## config.mk

```make
export PLATFORM = sky130hd
export DESIGN_NAME = sram_loader_flat
export DESIGN_NICKNAME = d
export VERILOG_FILES = /design/src/rtl/bythoven_pkg.sv /design/src/rtl/sram_loader_if.sv /design/src/rtl/sram_write_strobe.sv /design/src/rtl/sram_loader.sv /design/src/flat_wrapper.sv
export SDC_FILE = /design/constraint.sdc
export NUM_CORES = 1
export LEC_CHECK = 0
export ABC_AREA = 1
export ABC_CLOCK_PERIOD_IN_PS = 2250
export CAP_MARGIN = 20
export CORE_UTILIZATION = 54
export CTS_CLUSTER_DIAMETER = 30
export DETAILED_ROUTE_END_ITERATION = 7
export GPL_ROUTABILITY_DRIVEN = 0
export PLACE_DENSITY = 0.87
export SETUP_SLACK_MARGIN = 0.2
export SYNTH_ARGS = -nofsm -noshare
export SYNTH_HDL_FRONTEND = slang
export SYNTH_SLANG_ARGS = --single-unit
```

## constraint.sdc

```tcl
create_clock -name CLK -period 2.25 [get_ports CLK]
set_input_delay 0.675 -clock CLK [delete_from_list [all_inputs] [get_ports CLK]]
set_output_delay 0.675 -clock CLK [all_outputs]
set_load 0.1 [all_outputs]
```

## src/rtl/bythoven_pkg.sv

```systemverilog
// Shared definitions for the song-SRAM writer: bus widths, default load address
// and the loader state encoding.
package bythoven_pkg;
    localparam int SRAM_AW = 18;
    localparam int SRAM_DW = 16;
    localparam logic [SRAM_AW-1:0] DEF_BASE_ADDR = '0;

    typedef enum logic [3:0] {
        ST_IDLE,
        ST_LEN_LO,
        ST_LEN_HI,
        ST_DAT_LO,
        ST_DAT_HI,
        ST_SETUP,
        ST_STROBE,
        ST_HOLD,
        ST_CSUM,
        ST_FIN
    } ld_state_e;
endpackage

```

## src/rtl/sram_loader_if.sv

```systemverilog
// Byte-stream input, SRAM write bus and load status of the song loader.
// master = the loader, slave = the surrounding top level / environment.
interface sram_loader_if;
    import bythoven_pkg::*;

    logic               START;
    logic [7:0]         IN_DATA;
    logic               IN_VALID;
    logic               IN_READY;
    logic               SRAM_WE;
    logic               SRAM_CE;
    logic               SRAM_OE;
    logic               SRAM_LB;
    logic               SRAM_UB;
    logic [SRAM_AW-1:0] SRAM_A;
    logic [SRAM_DW-1:0] SRAM_DQ_O;
    logic               BUS_REQ;
    logic               DONE;
    logic               ERR;
    logic [15:0]        WORDS;

    modport master (
        input  START, IN_DATA, IN_VALID,
        output IN_READY, SRAM_WE, SRAM_CE, SRAM_OE, SRAM_LB, SRAM_UB,
               SRAM_A, SRAM_DQ_O, BUS_REQ, DONE, ERR, WORDS
    );

    modport slave (
        output START, IN_DATA, IN_VALID,
        input  IN_READY, SRAM_WE, SRAM_CE, SRAM_OE, SRAM_LB, SRAM_UB,
               SRAM_A, SRAM_DQ_O, BUS_REQ, DONE, ERR, WORDS
    );
endinterface

```

## src/rtl/sram_write_strobe.sv

```systemverilog
// One SRAM write cycle: a setup cycle with WE high, then we_cycles cycles of WE low.
// done marks the last low cycle so the caller can follow with its hold cycle.
module sram_write_strobe (
    input  logic       clk,
    input  logic       rst_n,
    input  logic       go,
    input  logic [3:0] we_cycles,
    output logic       we_n,
    output logic       done
);
    typedef enum logic [1:0] {PH_IDLE, PH_SETUP, PH_STROBE} ph_e;

    ph_e        ph_q, ph_d;
    logic [3:0] cnt_q, cnt_d;
    logic       we_n_q, we_n_d;

    always_comb begin
        ph_d   = ph_q;
        cnt_d  = cnt_q;
        we_n_d = 1'b1;
        case (ph_q)
            PH_IDLE:  if (go) ph_d = PH_SETUP;
            PH_SETUP: begin
                ph_d   = PH_STROBE;
                cnt_d  = 4'd1;
                we_n_d = 1'b0;
            end
            PH_STROBE: begin
                if (cnt_q >= we_cycles) begin
                    ph_d = PH_IDLE;
                end else begin
                    cnt_d  = cnt_q + 4'd1;
                    we_n_d = 1'b0;
                end
            end
            default: ph_d = PH_IDLE;
        endcase
    end

    // we_n_q resets asynchronously so an aborted write releases WE at once
    always_ff @(posedge clk or negedge rst_n) begin
        if (!rst_n) begin
            ph_q   <= PH_IDLE;
            cnt_q  <= 4'd0;
            we_n_q <= 1'b1;
        end else begin
            ph_q   <= ph_d;
            cnt_q  <= cnt_d;
            we_n_q <= we_n_d;
        end
    end

    assign we_n = we_n_q;
    assign done = (ph_q == PH_STROBE) && (cnt_q >= we_cycles);
endmodule

```

## src/rtl/sram_loader.sv

```systemverilog
// Frames the incoming byte stream into little-endian words and writes them to SRAM.
// Optional trailing XOR checksum byte: define LOADER_CHECKSUM_EN.
module sram_loader
    import bythoven_pkg::*;
#(
    parameter logic [SRAM_AW-1:0] BASE_ADDR = DEF_BASE_ADDR,
    parameter int unsigned        WE_CYCLES = 2
) (
    input  logic          CLK,
    input  logic          RST_N,
    sram_loader_if.master bus
);
`ifdef LOADER_CHECKSUM_EN
    localparam bit        CSUM_EN = 1'b1;
    localparam ld_state_e END_ST  = ST_CSUM;
`else
    localparam bit        CSUM_EN = 1'b0;
    localparam ld_state_e END_ST  = ST_FIN;
`endif

    ld_state_e          state_q, state_d;
    logic [SRAM_AW-1:0] addr_q, addr_d;
    logic [SRAM_DW-1:0] data_q, data_d;
    logic [15:0]        len_q, len_d;
    logic [15:0]        words_q, words_d;
    logic [7:0]         csum_q, csum_d;
    logic               bus_req_q, bus_req_d;
    logic               in_ready_q, in_ready_d;
    logic               done_q, done_d;
    logic               err_q, err_d;

    logic        accept, go, strobe_done, we_n;
    logic [15:0] words_inc;

    assign accept    = bus.IN_VALID && in_ready_q;
    assign words_inc = words_q + 16'd1;

    always_comb begin
        state_d   = state_q;
        addr_d    = addr_q;
        data_d    = data_q;
        len_d     = len_q;
        words_d   = words_q;
        csum_d    = csum_q;
        bus_req_d = bus_req_q;
        done_d    = done_q;
        err_d     = err_q;
        go        = 1'b0;
        if (accept && state_q != ST_CSUM) csum_d = csum_q ^ bus.IN_DATA;
        case (state_q)
            ST_IDLE: if (bus.START) begin
                done_d    = 1'b0;
                err_d     = 1'b0;
                words_d   = '0;
                csum_d    = '0;
                addr_d    = BASE_ADDR;
                bus_req_d = 1'b1;
                state_d   = ST_LEN_LO;
            end
            ST_LEN_LO: if (accept) begin
                len_d[7:0] = bus.IN_DATA;
                state_d    = ST_LEN_HI;
            end
            ST_LEN_HI: if (accept) begin
                len_d[15:8] = bus.IN_DATA;
                state_d     = ({bus.IN_DATA, len_q[7:0]} == 16'd0) ? END_ST : ST_DAT_LO;
            end
            ST_DAT_LO: if (accept) begin
                data_d[7:0] = bus.IN_DATA;
                state_d     = ST_DAT_HI;
            end
            ST_DAT_HI: if (accept) begin
                data_d[15:8] = bus.IN_DATA;
                go           = 1'b1;
                state_d      = ST_SETUP;
            end
            ST_SETUP:  state_d = ST_STROBE;
            ST_STROBE: if (strobe_done) state_d = ST_HOLD;
            ST_HOLD: begin
                // address wraps naturally at the 18-bit boundary
                addr_d = addr_q + 1'b1;
                if (words_q != len_q && words_q != 16'hFFFF) words_d = words_inc;
                state_d = (words_inc == len_q) ? END_ST : ST_DAT_LO;
            end
            ST_CSUM: if (accept) begin
                if (CSUM_EN && bus.IN_DATA != csum_q) err_d = 1'b1;
                state_d = ST_FIN;
            end
            ST_FIN: begin
                done_d    = 1'b1;
                bus_req_d = 1'b0;
                state_d   = ST_IDLE;
            end
            default: state_d = ST_IDLE;
        endcase
        in_ready_d = (state_d == ST_LEN_LO) || (state_d == ST_LEN_HI) ||
                     (state_d == ST_DAT_LO) || (state_d == ST_DAT_HI) ||
                     (state_d == ST_CSUM);
    end

    always_ff @(posedge CLK or negedge RST_N) begin
        if (!RST_N) begin
            state_q    <= ST_IDLE;
            addr_q     <= BASE_ADDR;
            data_q     <= '0;
            len_q      <= '0;
            words_q    <= '0;
            csum_q     <= '0;
            bus_req_q  <= 1'b0;
            in_ready_q <= 1'b0;
            done_q     <= 1'b0;
            err_q      <= 1'b0;
        end else begin
            state_q    <= state_d;
            addr_q     <= addr_d;
            data_q     <= data_d;
            len_q      <= len_d;
            words_q    <= words_d;
            csum_q     <= csum_d;
            bus_req_q  <= bus_req_d;
            in_ready_q <= in_ready_d;
            done_q     <= done_d;
            err_q      <= err_d;
        end
    end

    sram_write_strobe u_strobe (
        .clk       (CLK),
        .rst_n     (RST_N),
        .go        (go),
        .we_cycles (4'(WE_CYCLES)),
        .we_n      (we_n),
        .done      (strobe_done)
    );

    assign bus.IN_READY  = in_ready_q;
    assign bus.SRAM_WE   = we_n;
    assign bus.SRAM_CE   = ~bus_req_q;
    assign bus.SRAM_LB   = ~bus_req_q;
    assign bus.SRAM_UB   = ~bus_req_q;
    assign bus.SRAM_OE   = 1'b1;
    assign bus.SRAM_A    = addr_q;
    assign bus.SRAM_DQ_O = data_q;
    assign bus.BUS_REQ   = bus_req_q;
    assign bus.DONE      = done_q;
    assign bus.ERR       = CSUM_EN ? err_q : 1'b0;
    assign bus.WORDS     = words_q;
endmodule
```

## src/flat_wrapper.sv

```systemverilog
// flat-port wrapper written by rule: the top's interface ports become plain ports
module sram_loader_flat import bythoven_pkg::*;
#(
    parameter logic [SRAM_AW-1:0] BASE_ADDR = DEF_BASE_ADDR,
    parameter int unsigned        WE_CYCLES = 2
)
  (CLK, RST_N, bus_START, bus_IN_DATA, bus_IN_VALID, bus_IN_READY, bus_SRAM_WE, bus_SRAM_CE, bus_SRAM_OE, bus_SRAM_LB, bus_SRAM_UB, bus_SRAM_A, bus_SRAM_DQ_O, bus_BUS_REQ, bus_DONE, bus_ERR, bus_WORDS);
  sram_loader_if bus_i ();
  input  logic CLK;
  input  logic RST_N;
  input wire logic [$bits(bus_i.START)-1:0] bus_START;
  input wire logic [$bits(bus_i.IN_DATA)-1:0] bus_IN_DATA;
  input wire logic [$bits(bus_i.IN_VALID)-1:0] bus_IN_VALID;
  output wire logic [$bits(bus_i.IN_READY)-1:0] bus_IN_READY;
  output wire logic [$bits(bus_i.SRAM_WE)-1:0] bus_SRAM_WE;
  output wire logic [$bits(bus_i.SRAM_CE)-1:0] bus_SRAM_CE;
  output wire logic [$bits(bus_i.SRAM_OE)-1:0] bus_SRAM_OE;
  output wire logic [$bits(bus_i.SRAM_LB)-1:0] bus_SRAM_LB;
  output wire logic [$bits(bus_i.SRAM_UB)-1:0] bus_SRAM_UB;
  output wire logic [$bits(bus_i.SRAM_A)-1:0] bus_SRAM_A;
  output wire logic [$bits(bus_i.SRAM_DQ_O)-1:0] bus_SRAM_DQ_O;
  output wire logic [$bits(bus_i.BUS_REQ)-1:0] bus_BUS_REQ;
  output wire logic [$bits(bus_i.DONE)-1:0] bus_DONE;
  output wire logic [$bits(bus_i.ERR)-1:0] bus_ERR;
  output wire logic [$bits(bus_i.WORDS)-1:0] bus_WORDS;
  assign bus_i.START = bus_START;
  assign bus_i.IN_DATA = bus_IN_DATA;
  assign bus_i.IN_VALID = bus_IN_VALID;
  assign bus_IN_READY = bus_i.IN_READY;
  assign bus_SRAM_WE = bus_i.SRAM_WE;
  assign bus_SRAM_CE = bus_i.SRAM_CE;
  assign bus_SRAM_OE = bus_i.SRAM_OE;
  assign bus_SRAM_LB = bus_i.SRAM_LB;
  assign bus_SRAM_UB = bus_i.SRAM_UB;
  assign bus_SRAM_A = bus_i.SRAM_A;
  assign bus_SRAM_DQ_O = bus_i.SRAM_DQ_O;
  assign bus_BUS_REQ = bus_i.BUS_REQ;
  assign bus_DONE = bus_i.DONE;
  assign bus_ERR = bus_i.ERR;
  assign bus_WORDS = bus_i.WORDS;
  sram_loader #(.BASE_ADDR(BASE_ADDR), .WE_CYCLES(WE_CYCLES)) u_core (.CLK(CLK), .RST_N(RST_N), .bus(bus_i));
endmodule
```

==> run summary <==
DRT
-------------------------------------------------------------------------------------------
Top sig layer                                                                          met4
Routed wire length on met3                                                          1.07 mm
Number of design-rule violations left by the first detailed-router iteration            569
Met1 Wirelength                                                                     4.76 mm
Post-DR vias/cell                                                                      5.79
Routed WL                                                                           12.9 mm
Routed WL per cell                                                                  16.5 um
Total DRC errors in the routed layout                                                    23
Antenna Violating Nets Remaining                                                          0
Via total after detailed routing                                                      4,525
1st-pass router iterations                                                                8
Met2 WL post-DR                                                                     6.62 mm

LOGIC SYNTHESIS
-------------------------------------------------------------------------------------------
Post-synthesis average cell area                                                   7.71 um2
Count of flip-flops with a built-in enable after synthesis                                0
Most used flip-flop cell after synthesis                                       sky130_fd_sc_hd__dfrtp_1
Synthesized Nets                                                                        595
Number of flip-flops and latches in the synthesized netlist                              80
Synth async-reset ratio                                                                1.00
Post-Syn Area                                                                      4440 um2
Cells after synthesis                                                                   575
Distinct cell type count of the synthesized netlist                                      41
Number of warnings printed during yosys synthesis                                         0
Seq/Total Area, Yosys                                                                 0.452

FLOORPLAN
-------------------------------------------------------------------------------------------
Starting utilization of the core area                                                 0.565
X dimension of the die                                                              92.6 um
Die footprint                                                                      8580 um2
Floorplan row count                                                                      32
Core Box Area                                                                      7850 um2
Overall die height                                                                  92.6 um
I/O Pins                                                                                 71

CLOCK NETWORK
-------------------------------------------------------------------------------------------
Count of H-tree levels built during CTS                                                   3
Worst skew pair latency                                                             0.36 ns
Clock root buffer                                                              sky130_fd_sc_hd__clkbuf_8
Clk pin slew, worst setup/hold paths                                                0.09 ns
CTS tree                                                                              built
TritonCTS sink count                                                                     80
Number of clock buffers inserted by TritonCTS                                             9
Number of buffers on the longest clock path                                               2

FINAL LAYOUT
-------------------------------------------------------------------------------------------
Diode insertion count for antenna repair                                                  0
Highest-count cells in the layout ignoring fill and taps                       sky130_fd_sc_hd__nand2_1 (139), sky130_fd_sc_hd__inv_1 (79), sky130_fd_sc_hd__buf_4 (65)
Finished Core Util                                                                    0.759
Growth of design area from synthesis to finish                                        34.2%
Most common cell after layout, fill and taps aside                             sky130_fd_sc_hd__nand2_1
Final net count                                                                         695
Fraction of final layout cells sized beyond drive strength 1                          0.266

MIN PATH
-------------------------------------------------------------------------------------------
Path class of the lowest-slack min-delay path                                      in2async

TIMING
-------------------------------------------------------------------------------------------
Final hold slack                                                                   0.244 ns
Unrepaired setup endpoints after global routing                                         yes
Highest clock rate                                                                  437 MHz
Final cycle utilization of the critical path                                           1.02
Minimum setup slack in the final design                                          -0.0399 ns
Total setup violations reported at the end of the flow                                    1
Setup total negative slack                                                       -0.0399 ns
Number of pins with negative max-slew slack in the final report                           0
Setup Skew                                                                        0.0138 ns
Post-layout minimum cycle time                                                      2.29 ns
Final hold violation count                                                                0

OUTCOME
-------------------------------------------------------------------------------------------
Violations in the final reports                                                design-rule violations, negative setup slack
Outcome                                                                        finished with violations

CRITICAL PATH
-------------------------------------------------------------------------------------------
Crit start category                                                                    flop
Highest net fanout along the worst path                                                   5
Worst path required time                                                            2.50 ns
Type of destination of the critical path                                               flop
CP Data Arrival Time                                                                2.54 ns
Crit Path Class                                                                     reg2reg

GLOBAL ROUTE
-------------------------------------------------------------------------------------------
Wire length of the first global-routing pass                                        20.8 mm
Overflow after GRT                                                                        0
GRT Resource Usage Total                                                              0.310
Initial antenna violation count                                                           0
Maximum number of pins on one net before global-route repair                             36
Number of global-route vias before repair                                             4,346

PLACED DESIGN
-------------------------------------------------------------------------------------------
Number of buffers inserted by port buffering                                             68
Detailed-placement wirelength estimate                                              8.93 mm

PWR
-------------------------------------------------------------------------------------------
Power Density                                                                   1270 nW/um2
Reported leakage power                                                              2.84 nW
Maximum ir drop on the vdd rail                                                   0.00118 V

RUN
-------------------------------------------------------------------------------------------
Max-cap check violation count                                                             0

-- what timing repair did --
item                       4_1_cts  5_1_grt
setup buffers                    6        7
setup endpoints to repair        2       14
hold buffers                     0        0
pin swaps                       10       14
resized for setup               15       16
-- cells in the mapped netlist, types with 5 or more instances --
master	number	share of area
sky130_fd_sc_hd__clkbuf_1	5	0.0042
sky130_fd_sc_hd__inv_1	81	0.069
sky130_fd_sc_hd__ha_1	8	0.023
sky130_fd_sc_hd__nand4_1	10	0.014
sky130_fd_sc_hd__nand3_1	32	0.036
sky130_fd_sc_hd__nor3_1	14	0.016
sky130_fd_sc_hd__xnor2_1	7	0.014
sky130_fd_sc_hd__a21oi_1	20	0.023
sky130_fd_sc_hd__nor2_4	5	0.013
sky130_fd_sc_hd__o22ai_1	7	0.0099
sky130_fd_sc_hd__dfrtp_1	79	0.45
sky130_fd_sc_hd__xor2_1	8	0.016
sky130_fd_sc_hd__nor2_1	49	0.041
sky130_fd_sc_hd__o21ai_0	55	0.062
sky130_fd_sc_hd__buf_4	5	0.0085
sky130_fd_sc_hd__nand2_1	144	0.12
-- layer usage --
metal  up-vias  track usage
li1       2043            -
met1      2161        0.382
met2       264        0.543
met3        57       0.0435
met4         0        0.133
met5         -            0
-- final timing paths --
check	depth (start not counted)	end	slack, ns	start
min	1	u_core.bus.WORDS[0]	0.24	RST_N
max	14	u_core.bus.IN_READY	-0.04	u_core.bus.WORDS[1]
min in group CLK	1	u_core.bus.SRAM_A[9]	0.49	u_core.bus.SRAM_A[9]
min reg2reg	1	u_core.bus.SRAM_A[9]	0.49	u_core.bus.SRAM_A[9]
max reg2reg	14	u_core.bus.IN_READY	-0.04	u_core.bus.WORDS[1]
max in group asynchronous	2	u_core.bus.WORDS[7]	1.42	RST_N
-- worst max-delay path, cell delays in order, from the launching register on --
cell and delay (ns):
sky130_fd_sc_hd__dfrtp_4 0.53, sky130_fd_sc_hd__ha_4 0.28, sky130_fd_sc_hd__inv_1 0.04, sky130_fd_sc_hd__nand2_1 0.05, sky130_fd_sc_hd__nand2_1 0.05, sky130_fd_sc_hd__nor2_1 0.11
sky130_fd_sc_hd__nand3_1 0.13, sky130_fd_sc_hd__nor2_1 0.20, sky130_fd_sc_hd__nand2_1 0.12, sky130_fd_sc_hd__nor2_4 0.12, sky130_fd_sc_hd__nand4_1 0.19, sky130_fd_sc_hd__nand2_1 0.15
sky130_fd_sc_hd__nand2_2 0.07, sky130_fd_sc_hd__nand3_2 0.08, sky130_fd_sc_hd__nand2_1 0.05
-- stage by stage --
stage | total power, mW | setup slack (ns) | instance area [um2] | instances
floorplan | 5.16 | 0.0581 | 4520 | 575
global placement | 6.11 | -0.195 | 5570 | 753
detailed placement | 6.29 | -0.273 | 5570 | 753
CTS | 7.37 | 0.200 | 5830 | 775
global route | 7.92 | -0.0648 | 5950 | 782
finish | 7.56 | -0.0399 | 5950 | 782
-- registers in the layout (all words and copies together) (netlist names) --
signal,cells
u_core.bus.BUS_REQ,1
u_core.bus.DONE,1
u_core.bus.IN_READY,1
u_core.bus.SRAM_A,18
u_core.bus.SRAM_DQ_O,16
u_core.bus.WORDS,16
u_core.len_q,16
u_core.state_q,4
u_core.u_strobe.cnt_q,4
u_core.u_strobe.ph_q,2
u_core.u_strobe.we_n,1
-- cells by family after synthesis --
kind of cell | Yosys count | share of synthesized area
simple gates | 273 | 0.278
flops | 80 | 0.452
mux | 1 | 0.00226
fa+ha+maj | 8 | 0.0226
compound gates | 99 | 0.126
xor+xnor | 15 | 0.0296
buf+inv | 97 | 0.0883
other cells | 2 | 0.00169
-- where the power goes --
part	internal (mW)	switching [mW]	total, mW	leakage, nW
Clock	0.430	0.558	0.988	0.0895
Sequential	1.87	0.414	2.28	1.01
Combinational	1.20	3.09	4.29	1.74
Total	3.50	4.06	7.56	2.84
-- final cells by class --
class,instances,area (um2)
sequential,80,2060
tap,102,128
clock buffer,11,141
clock inverter,5,31.3
timing repair buffer,101,1110
multi-input combinational,398,2160
fill,535,1890
inverter,85,324
Power figures use the tool's default switching activity.
